==> src/rtl/bp_cfg_link_slave_if.sv <==
// Config-link request/response bus between the network endpoint (master)
// and the terminal decoder (slave).
interface bp_cfg_link_slave_if #(
   parameter int cfg_data_width_p = 32
);
   logic                        pkt_v;
   logic                        pkt_ready;
   logic                        pkt_w;
   logic [15:0]                 pkt_addr;
   logic [cfg_data_width_p-1:0] pkt_data;
   logic                        resp_v;
   logic [cfg_data_width_p-1:0] resp_data;
   logic                        resp_yumi;

   modport master (
      output pkt_v, pkt_w, pkt_addr, pkt_data, resp_yumi,
      input  pkt_ready, resp_v, resp_data
   );

   modport slave (
      input  pkt_v, pkt_w, pkt_addr, pkt_data, resp_yumi,
      output pkt_ready, resp_v, resp_data
   );
endinterface

==> src/rtl/bp_cfg_link_slave.sv <==
// Config-link terminal decoder: chip/FE/BE/ME config registers plus CCE ucode RAM port.
// Read responses are built only when BP_CFG_LINK_READBACK_EN is defined.
module bp_cfg_link_slave #(
   parameter int                       vaddr_width_p          = 39,
   parameter int                       cfg_data_width_p       = 32,
   parameter int                       lce_id_width_p         = 4,
   parameter int                       cce_ucode_addr_width_p = 8,
   parameter logic [vaddr_width_p-1:0] reset_pc_p             = 'h8000_0000
) (
   input  logic                              clk_i,
   input  logic                              reset_i,
   bp_cfg_link_slave_if.slave                link,
   output logic                              clk_osc_o,
   output logic                              reset_o,
   output logic                              freeze_o,
   output logic                              icache_mode_o,
   output logic                              dcache_mode_o,
   output logic                              cce_mode_o,
   output logic [vaddr_width_p-1:0]          start_pc_o,
   output logic [lce_id_width_p-1:0]         num_lce_o,
   output logic                              cce_ucode_v_o,
   output logic                              cce_ucode_w_o,
   output logic [cce_ucode_addr_width_p-1:0] cce_ucode_addr_o,
   output logic [cfg_data_width_p-1:0]       cce_ucode_data_o,
   input  logic [cfg_data_width_p-1:0]       cce_ucode_data_i
);

   localparam logic [1:0] st_idle     = 2'd0;
   localparam logic [1:0] st_uc_issue = 2'd1;
`ifdef BP_CFG_LINK_READBACK_EN
   localparam logic [1:0] st_uc_wait  = 2'd2;
   localparam logic [1:0] st_resp     = 2'd3;
`endif

   logic [1:0] state_r, state_n;

   logic                              clk_osc_r;
   logic                              reset_r;
   logic                              freeze_r;
   logic                              icache_mode_r;
   logic                              dcache_mode_r;
   logic                              cce_mode_r;
   logic [vaddr_width_p-1:0]          start_pc_r;
   logic [lce_id_width_p-1:0]         num_lce_r;

   logic                              uc_w_r;
   logic [cce_ucode_addr_width_p-1:0] uc_addr_r;
   logic [cfg_data_width_p-1:0]       uc_data_r;

   logic accept;
   logic pkt_is_ucode;

   assign accept       = (state_r == st_idle) & link.pkt_v;
   assign pkt_is_ucode = (link.pkt_addr[15:12] == 4'h8);

   always_comb begin
      state_n = state_r;
      case (state_r)
         st_idle: begin
            if (link.pkt_v) begin
               if (pkt_is_ucode) begin
                  // Ucode traffic only reaches the RAM while the tile is frozen
                  if (freeze_r & link.pkt_w) begin
                     state_n = st_uc_issue;
                  end
`ifdef BP_CFG_LINK_READBACK_EN
                  else if (freeze_r) begin
                     state_n = st_uc_issue;
                  end else if (~link.pkt_w) begin
                     state_n = st_resp;
                  end
`endif
               end
`ifdef BP_CFG_LINK_READBACK_EN
               else if (~link.pkt_w) begin
                  state_n = st_resp;
               end
`endif
            end
         end
         st_uc_issue: begin
`ifdef BP_CFG_LINK_READBACK_EN
            state_n = uc_w_r ? st_idle : st_uc_wait;
`else
            state_n = st_idle;
`endif
         end
`ifdef BP_CFG_LINK_READBACK_EN
         st_uc_wait: state_n = st_resp;
         st_resp: begin
            if (link.resp_yumi) begin
               state_n = st_idle;
            end
         end
`endif
         default: state_n = st_idle;
      endcase
   end

   always_ff @(posedge clk_i) begin
      if (reset_i) begin
         state_r       <= st_idle;
         clk_osc_r     <= 1'b0;
         reset_r       <= 1'b1;
         freeze_r      <= 1'b1;
         icache_mode_r <= 1'b0;
         dcache_mode_r <= 1'b0;
         cce_mode_r    <= 1'b0;
         start_pc_r    <= reset_pc_p;
         num_lce_r     <= '0;
         uc_w_r        <= 1'b0;
         uc_addr_r     <= '0;
         uc_data_r     <= '0;
      end else begin
         state_r <= state_n;
         if (accept & pkt_is_ucode) begin
            uc_w_r    <= link.pkt_w;
            uc_addr_r <= link.pkt_addr[cce_ucode_addr_width_p-1:0];
            uc_data_r <= link.pkt_data;
         end
         if (accept & link.pkt_w & ~pkt_is_ucode) begin
            case (link.pkt_addr)
               16'h0000: clk_osc_r     <= link.pkt_data[0];
               16'h0001: reset_r       <= link.pkt_data[0];
               16'h0002: freeze_r      <= link.pkt_data[0];
               16'h0022: icache_mode_r <= link.pkt_data[0];
               16'h0040: start_pc_r[31:0] <= link.pkt_data[31:0];
               16'h0041: start_pc_r[vaddr_width_p-1:32] <= link.pkt_data[vaddr_width_p-33:0];
               16'h0042: dcache_mode_r <= link.pkt_data[0];
               16'h0060: cce_mode_r    <= link.pkt_data[0];
               16'h0061: num_lce_r     <= link.pkt_data[lce_id_width_p-1:0];
               default: ;
            endcase
         end
      end
   end

`ifdef BP_CFG_LINK_READBACK_EN
   logic [cfg_data_width_p-1:0] rd_data;
   logic [cfg_data_width_p-1:0] resp_data_r;

   always_comb begin
      rd_data = '0;
      case (link.pkt_addr)
         16'h0000: rd_data[0] = clk_osc_r;
         16'h0001: rd_data[0] = reset_r;
         16'h0002: rd_data[0] = freeze_r;
         16'h0022: rd_data[0] = icache_mode_r;
         16'h0040: rd_data[31:0] = start_pc_r[31:0];
         16'h0041: rd_data[vaddr_width_p-33:0] = start_pc_r[vaddr_width_p-1:32];
         16'h0042: rd_data[0] = dcache_mode_r;
         16'h0060: rd_data[0] = cce_mode_r;
         16'h0061: rd_data[lce_id_width_p-1:0] = num_lce_r;
         default: ;
      endcase
   end

   always_ff @(posedge clk_i) begin
      if (reset_i) begin
         resp_data_r <= '0;
      end else if (accept & ~link.pkt_w) begin
         // Dropped (unfrozen) ucode reads answer 0; frozen ones are overwritten in UC_WAIT
         resp_data_r <= pkt_is_ucode ? '0 : rd_data;
      end else if (state_r == st_uc_wait) begin
         resp_data_r <= cce_ucode_data_i;
      end
   end

   assign link.resp_v    = (state_r == st_resp);
   assign link.resp_data = resp_data_r;
`else
   logic unused_readback;
   assign unused_readback = ^{link.resp_yumi, cce_ucode_data_i};

   assign link.resp_v    = 1'b0;
   assign link.resp_data = '0;
`endif

   assign link.pkt_ready = (state_r == st_idle);

   assign clk_osc_o        = clk_osc_r;
   assign reset_o          = reset_r;
   assign freeze_o         = freeze_r;
   assign icache_mode_o    = icache_mode_r;
   assign dcache_mode_o    = dcache_mode_r;
   assign cce_mode_o       = cce_mode_r;
   assign start_pc_o       = start_pc_r;
   assign num_lce_o        = num_lce_r;

   assign cce_ucode_v_o    = (state_r == st_uc_issue);
   assign cce_ucode_w_o    = uc_w_r;
   assign cce_ucode_addr_o = uc_addr_r;
   assign cce_ucode_data_o = uc_data_r;

endmodule
==> src/flat_wrapper.sv <==
// flat-port wrapper written by rule: the top's interface ports become plain ports
module bp_cfg_link_slave_flat 
#(
   parameter int                       vaddr_width_p          = 39,
   parameter int                       cfg_data_width_p       = 32,
   parameter int                       lce_id_width_p         = 4,
   parameter int                       cce_ucode_addr_width_p = 8,
   parameter logic [vaddr_width_p-1:0] reset_pc_p             = 'h8000_0000
)
  (clk_i, reset_i, clk_osc_o, reset_o, freeze_o, icache_mode_o, dcache_mode_o, cce_mode_o, start_pc_o, num_lce_o, cce_ucode_v_o, cce_ucode_w_o, cce_ucode_addr_o, cce_ucode_data_o, cce_ucode_data_i, link_pkt_v, link_pkt_w, link_pkt_addr, link_pkt_data, link_resp_yumi, link_pkt_ready, link_resp_v, link_resp_data);
  bp_cfg_link_slave_if #(.cfg_data_width_p(cfg_data_width_p)) link_i ();
  input  logic clk_i;
  input  logic reset_i;
  output logic clk_osc_o;
  output logic reset_o;
  output logic freeze_o;
  output logic icache_mode_o;
  output logic dcache_mode_o;
  output logic cce_mode_o;
  output logic [vaddr_width_p-1:0] start_pc_o;
  output logic [lce_id_width_p-1:0] num_lce_o;
  output logic cce_ucode_v_o;
  output logic cce_ucode_w_o;
  output logic [cce_ucode_addr_width_p-1:0] cce_ucode_addr_o;
  output logic [cfg_data_width_p-1:0] cce_ucode_data_o;
  input  logic [cfg_data_width_p-1:0] cce_ucode_data_i;
  input wire logic [$bits(link_i.pkt_v)-1:0] link_pkt_v;
  input wire logic [$bits(link_i.pkt_w)-1:0] link_pkt_w;
  input wire logic [$bits(link_i.pkt_addr)-1:0] link_pkt_addr;
  input wire logic [$bits(link_i.pkt_data)-1:0] link_pkt_data;
  input wire logic [$bits(link_i.resp_yumi)-1:0] link_resp_yumi;
  output wire logic [$bits(link_i.pkt_ready)-1:0] link_pkt_ready;
  output wire logic [$bits(link_i.resp_v)-1:0] link_resp_v;
  output wire logic [$bits(link_i.resp_data)-1:0] link_resp_data;
  assign link_i.pkt_v = link_pkt_v;
  assign link_i.pkt_w = link_pkt_w;
  assign link_i.pkt_addr = link_pkt_addr;
  assign link_i.pkt_data = link_pkt_data;
  assign link_i.resp_yumi = link_resp_yumi;
  assign link_pkt_ready = link_i.pkt_ready;
  assign link_resp_v = link_i.resp_v;
  assign link_resp_data = link_i.resp_data;
  bp_cfg_link_slave #(.vaddr_width_p(vaddr_width_p), .cfg_data_width_p(cfg_data_width_p), .lce_id_width_p(lce_id_width_p), .cce_ucode_addr_width_p(cce_ucode_addr_width_p), .reset_pc_p(reset_pc_p)) u_core (.clk_i(clk_i), .reset_i(reset_i), .link(link_i), .clk_osc_o(clk_osc_o), .reset_o(reset_o), .freeze_o(freeze_o), .icache_mode_o(icache_mode_o), .dcache_mode_o(dcache_mode_o), .cce_mode_o(cce_mode_o), .start_pc_o(start_pc_o), .num_lce_o(num_lce_o), .cce_ucode_v_o(cce_ucode_v_o), .cce_ucode_w_o(cce_ucode_w_o), .cce_ucode_addr_o(cce_ucode_addr_o), .cce_ucode_data_o(cce_ucode_data_o), .cce_ucode_data_i(cce_ucode_data_i));
endmodule
==> config.mk <==
export PLATFORM = sky130hd
export DESIGN_NAME = bp_cfg_link_slave_flat
export DESIGN_NICKNAME = d
export VERILOG_FILES = /design/src/rtl/bp_cfg_link_slave_if.sv /design/src/rtl/bp_cfg_link_slave.sv /design/src/flat_wrapper.sv
export SDC_FILE = /design/constraint.sdc
export NUM_CORES = 1
export LEC_CHECK = 0
export CAP_MARGIN = 40
export CORE_AREA = 2 2 107 109
export CTS_CLUSTER_SIZE = 12
export DETAILED_ROUTE_END_ITERATION = 6
export DIE_AREA = 0 0 109 111
export GPL_ROUTABILITY_DRIVEN = 0
export GPL_TIMING_DRIVEN = 0
export PLACE_DENSITY_LB_ADDON = 0.1
export SYNTH_ARGS = -nofsm -noshare
export SYNTH_HDL_FRONTEND = slang
export SYNTH_SLANG_ARGS = --single-unit
==> constraint.sdc <==
create_clock -name clk_i -period 1.4 [get_ports clk_i]
set_input_delay 0.14 -clock clk_i [delete_from_list [all_inputs] [get_ports clk_i]]
set_output_delay 0.14 -clock clk_i [all_outputs]
set_load 0.005 [all_outputs]
==> flow_metrics.tcl <==
set metrics [dict create \
    status "finished with violations" \
    failed_checks "negative setup slack" \
    rsz0062_at_grt "true" \
    synth_compound_area_share_pct 16.5 \
    num_vias 3753 \
    final_cell_mix "clkdlybuf4s50_1, dfxtp_1, nand2_1" \
    place_ws_ps -667 \
    cp-end-kind "register" \
    grt.busiest_layer "met2" \
    n_antenna_cell 0 \
    synthesis.area_um2 3770 \
    cts_root_buf "clkbuf_16" \
    yosys.area_share.simple_pct 21.5 \
    hp-start "link_pkt_w" \
    min_period_ps 1430 \
    io_pins 210 \
    die_w_um 109 \
    viasPerCell 4.68 \
    grt_pass1_vias 3529 \
    rrSetupSlack_ps -30 \
    finalSetupViolations 11 \
    grtUsageMet3_pct 4.70 \
    io_buffers 143 \
    synthAdderAreaFrac_pct 0 \
    clock_path_buffers 2 \
    ant_nets 0 \
    fmax_ghz 0.701 \
    drive_above_1_share_pct 23.2 \
    drc_errors 0 \
    yosysTopAreaCell "dfxtp_1" \
    routed_wl_um 11900 \
    dieArea_um2 12100 \
    worstPathArrival_ps 1630 \
    crit_start "u_core.state_r[0]" \
    syn_inst 455 \
    clock_latency_ps 340 \
    synth_top_area_share_pct 48.4 \
    ys_types 30 \
    grt_use_met2_pct 30.5 \
    syn_avg_cell_area_um2 8.28 \
    peakVddDrop_mv 0.469 \
    r2r_start "u_core.state_r[0]" \
    seq_area_frac_synth_pct 48.4 \
    power.density_nw_per_um2 851 \
    antenna_found_initial 0 \
    synth-xor-area-share_pct 0 \
    cts_tree "done" \
    synthMuxAreaShare_pct 2.13 \
    setup_ws_ps -26.3 \
    start_kind "register" \
    fin_cells 802 \
    nNetsFinal 740 \
    htreeDepth 3 \
    cts_buffers 9 \
    fin_crit_sh_pct 102 \
    clock_sinks 91 \
    final_common_cell "clkdlybuf4s50_1" \
    timing.final.hold_violations 0 \
    hold_depth 3 \
    cap_violations 0 \
    path_clk_slew_ps 60 \
    synth.area.top_cells "dfxtp_1, a21oi_1, nand2_1" \
    wl_per_cell_um 14.8 \
    grtUsageMet1_pct 24.1 \
    area.growth.synth_to_final_pct 70.6 \
    dp.cells 773 \
    ys_warn_count 0 \
    r2r_cells 7 \
    worstReg2RegEnd "u_core.start_pc_o[23]" \
    criticalPathCategory "register to register" \
    slew_headroom_pct 65.2 \
    row_count 39 \
    hpwl_um 8440 \
    coreArea_um2 11100 \
    leakage_nw 2.45 \
    grt_max_degree 14 \
    start_util_pct 34.0 \
    grt_use_total_pct 19.0 \
    dr.pass1.iters 4 \
    drt-initial-drc-count 139 \
    hp-class "primary input to register" \
    synth_top_family_by_area "simple AND/OR/NAND/NOR gates" \
    tightest_slew_ps 515 \
    slew_violations 0 \
    critPathMaxFanout 8 \
    ys_ff_latch 91 \
    die_h_um 111 \
    gr-total-overflow 0 \
    hold_end "u_core.state_r[0]" \
    worst-endpoint-required_ps 1610 \
    grt_pass1_wl_um 18000 \
    skew_ps 3.51 \
]
==> logic make-up (layout without fill, tap and decap cells) <==
| group | after synthesis | in the layout |
|---|---|---|
| and+or+nand+nor | 162 | 162 |
| AOI/OAI and AO/OA | 123 | 123 |
| DFF | 91 | 91 |
| buffers and inverters | 70 | 242 |
| muxes | 8 | 8 |
| other | 1 | 33 |
==> per-layer routing <==
metal	share of wire, %	up-vias
li1	-	1890
met1	43	1714
met2	47	131
met3	7.3	18
met4	2.0	0
met5	0	-
==> repair_timing <==
item / 4_1_cts / 5_1_grt
pin swaps: 11 / 17
resized for setup: 99 / 87
setup buffers: 5 / 4
hold buffers: 0 / 0
hold endpoints to repair: 0 / 0
gates cloned: 2 / 5
endpoints found under the setup margin: 89 / 91
==> where the power goes <==
group	switching, mW	internal [mW]
registers	0.00722	2.60
clock network	0.947	1.43
logic	0.227	0.250
==> cell usage after synthesis <==
master,count
o21ai_0,40
clkbuf_1,22
nor4_4,1
buf_4,36
buf_6,3
nand2b_1,11
nor4_2,1
and3_1,1
conb_1,1
nor3_2,2
nor2b_1,2
nor3_1,2
o21bai_1,1
o31ai_1,1
nand2_1,84
nand4_1,3
a21oi_1,81
or4b_2,1
inv_1,1
and4bb_2,1
nor2_1,5
buf_2,8
mux2i_1,8
and4_1,3
and2_1,1
nand4b_1,1
nand3_1,40
nor4b_1,2
dfxtp_1,91
nor4b_4,1
==> stage by stage <==
stage	utilization (%)	area (um2)	power [mW]	TNS, ps	hold WS [ps]
after detailed placement	49.6	5500	3.12	-52520	446
after global routing	58.0	6430	5.67	-4500	202
after CTS	54.2	6010	5.52	-272	174
after floorplan	-	3890	2.86	0	258
final	58.0	6430	5.47	-131	184
after global placement	49.6	5500	3.12	-50140	442
==> sequential cells by signal (all words and copies together) (netlist names), 4 cells and up <==
signal and flops:
u_core.start_pc_o 39, u_core.cce_ucode_data_o 32, u_core.num_lce_o 4, u_core.cce_ucode_addr_o 8
==> how the worst max path moves through the flow <==
stage                            end  slack [ps]  cells past startpoint
4_1_cts          u_core.num_lce_o[1]         -60                      6
2_1_floorplan    u_core.num_lce_o[0]          30                      5
5_1_grt          u_core.num_lce_o[2]        -120                      6
6_report       u_core.start_pc_o[23]         -30                      7
3_3_place_gp   u_core.start_pc_o[16]        -620                      5
3_5_place_dp    u_core.start_pc_o[1]        -670                      5
==> cell type report <==
cell class                 count  area, um2
multi-input combinational    326       1870
clock buffer                  14        294
tap                          143        179
clock inverter                 1       5.00
fill                        1027       4650
sequential                    91       1830
inverter                       1       3.75
timing repair buffer         158       1680
buffer                        68        563
==> worst max-delay path, cell delays in order, from the launching register on <==
cell and delay [ps]:
dfxtp_4 350, nor3_4 140, buf_6 140, nand4_1 110, buf_6 190, clkbuf_16 170, o21ai_2 130, a21oi_2 70
No activity file was read; power rests on OpenSTA's default activity.
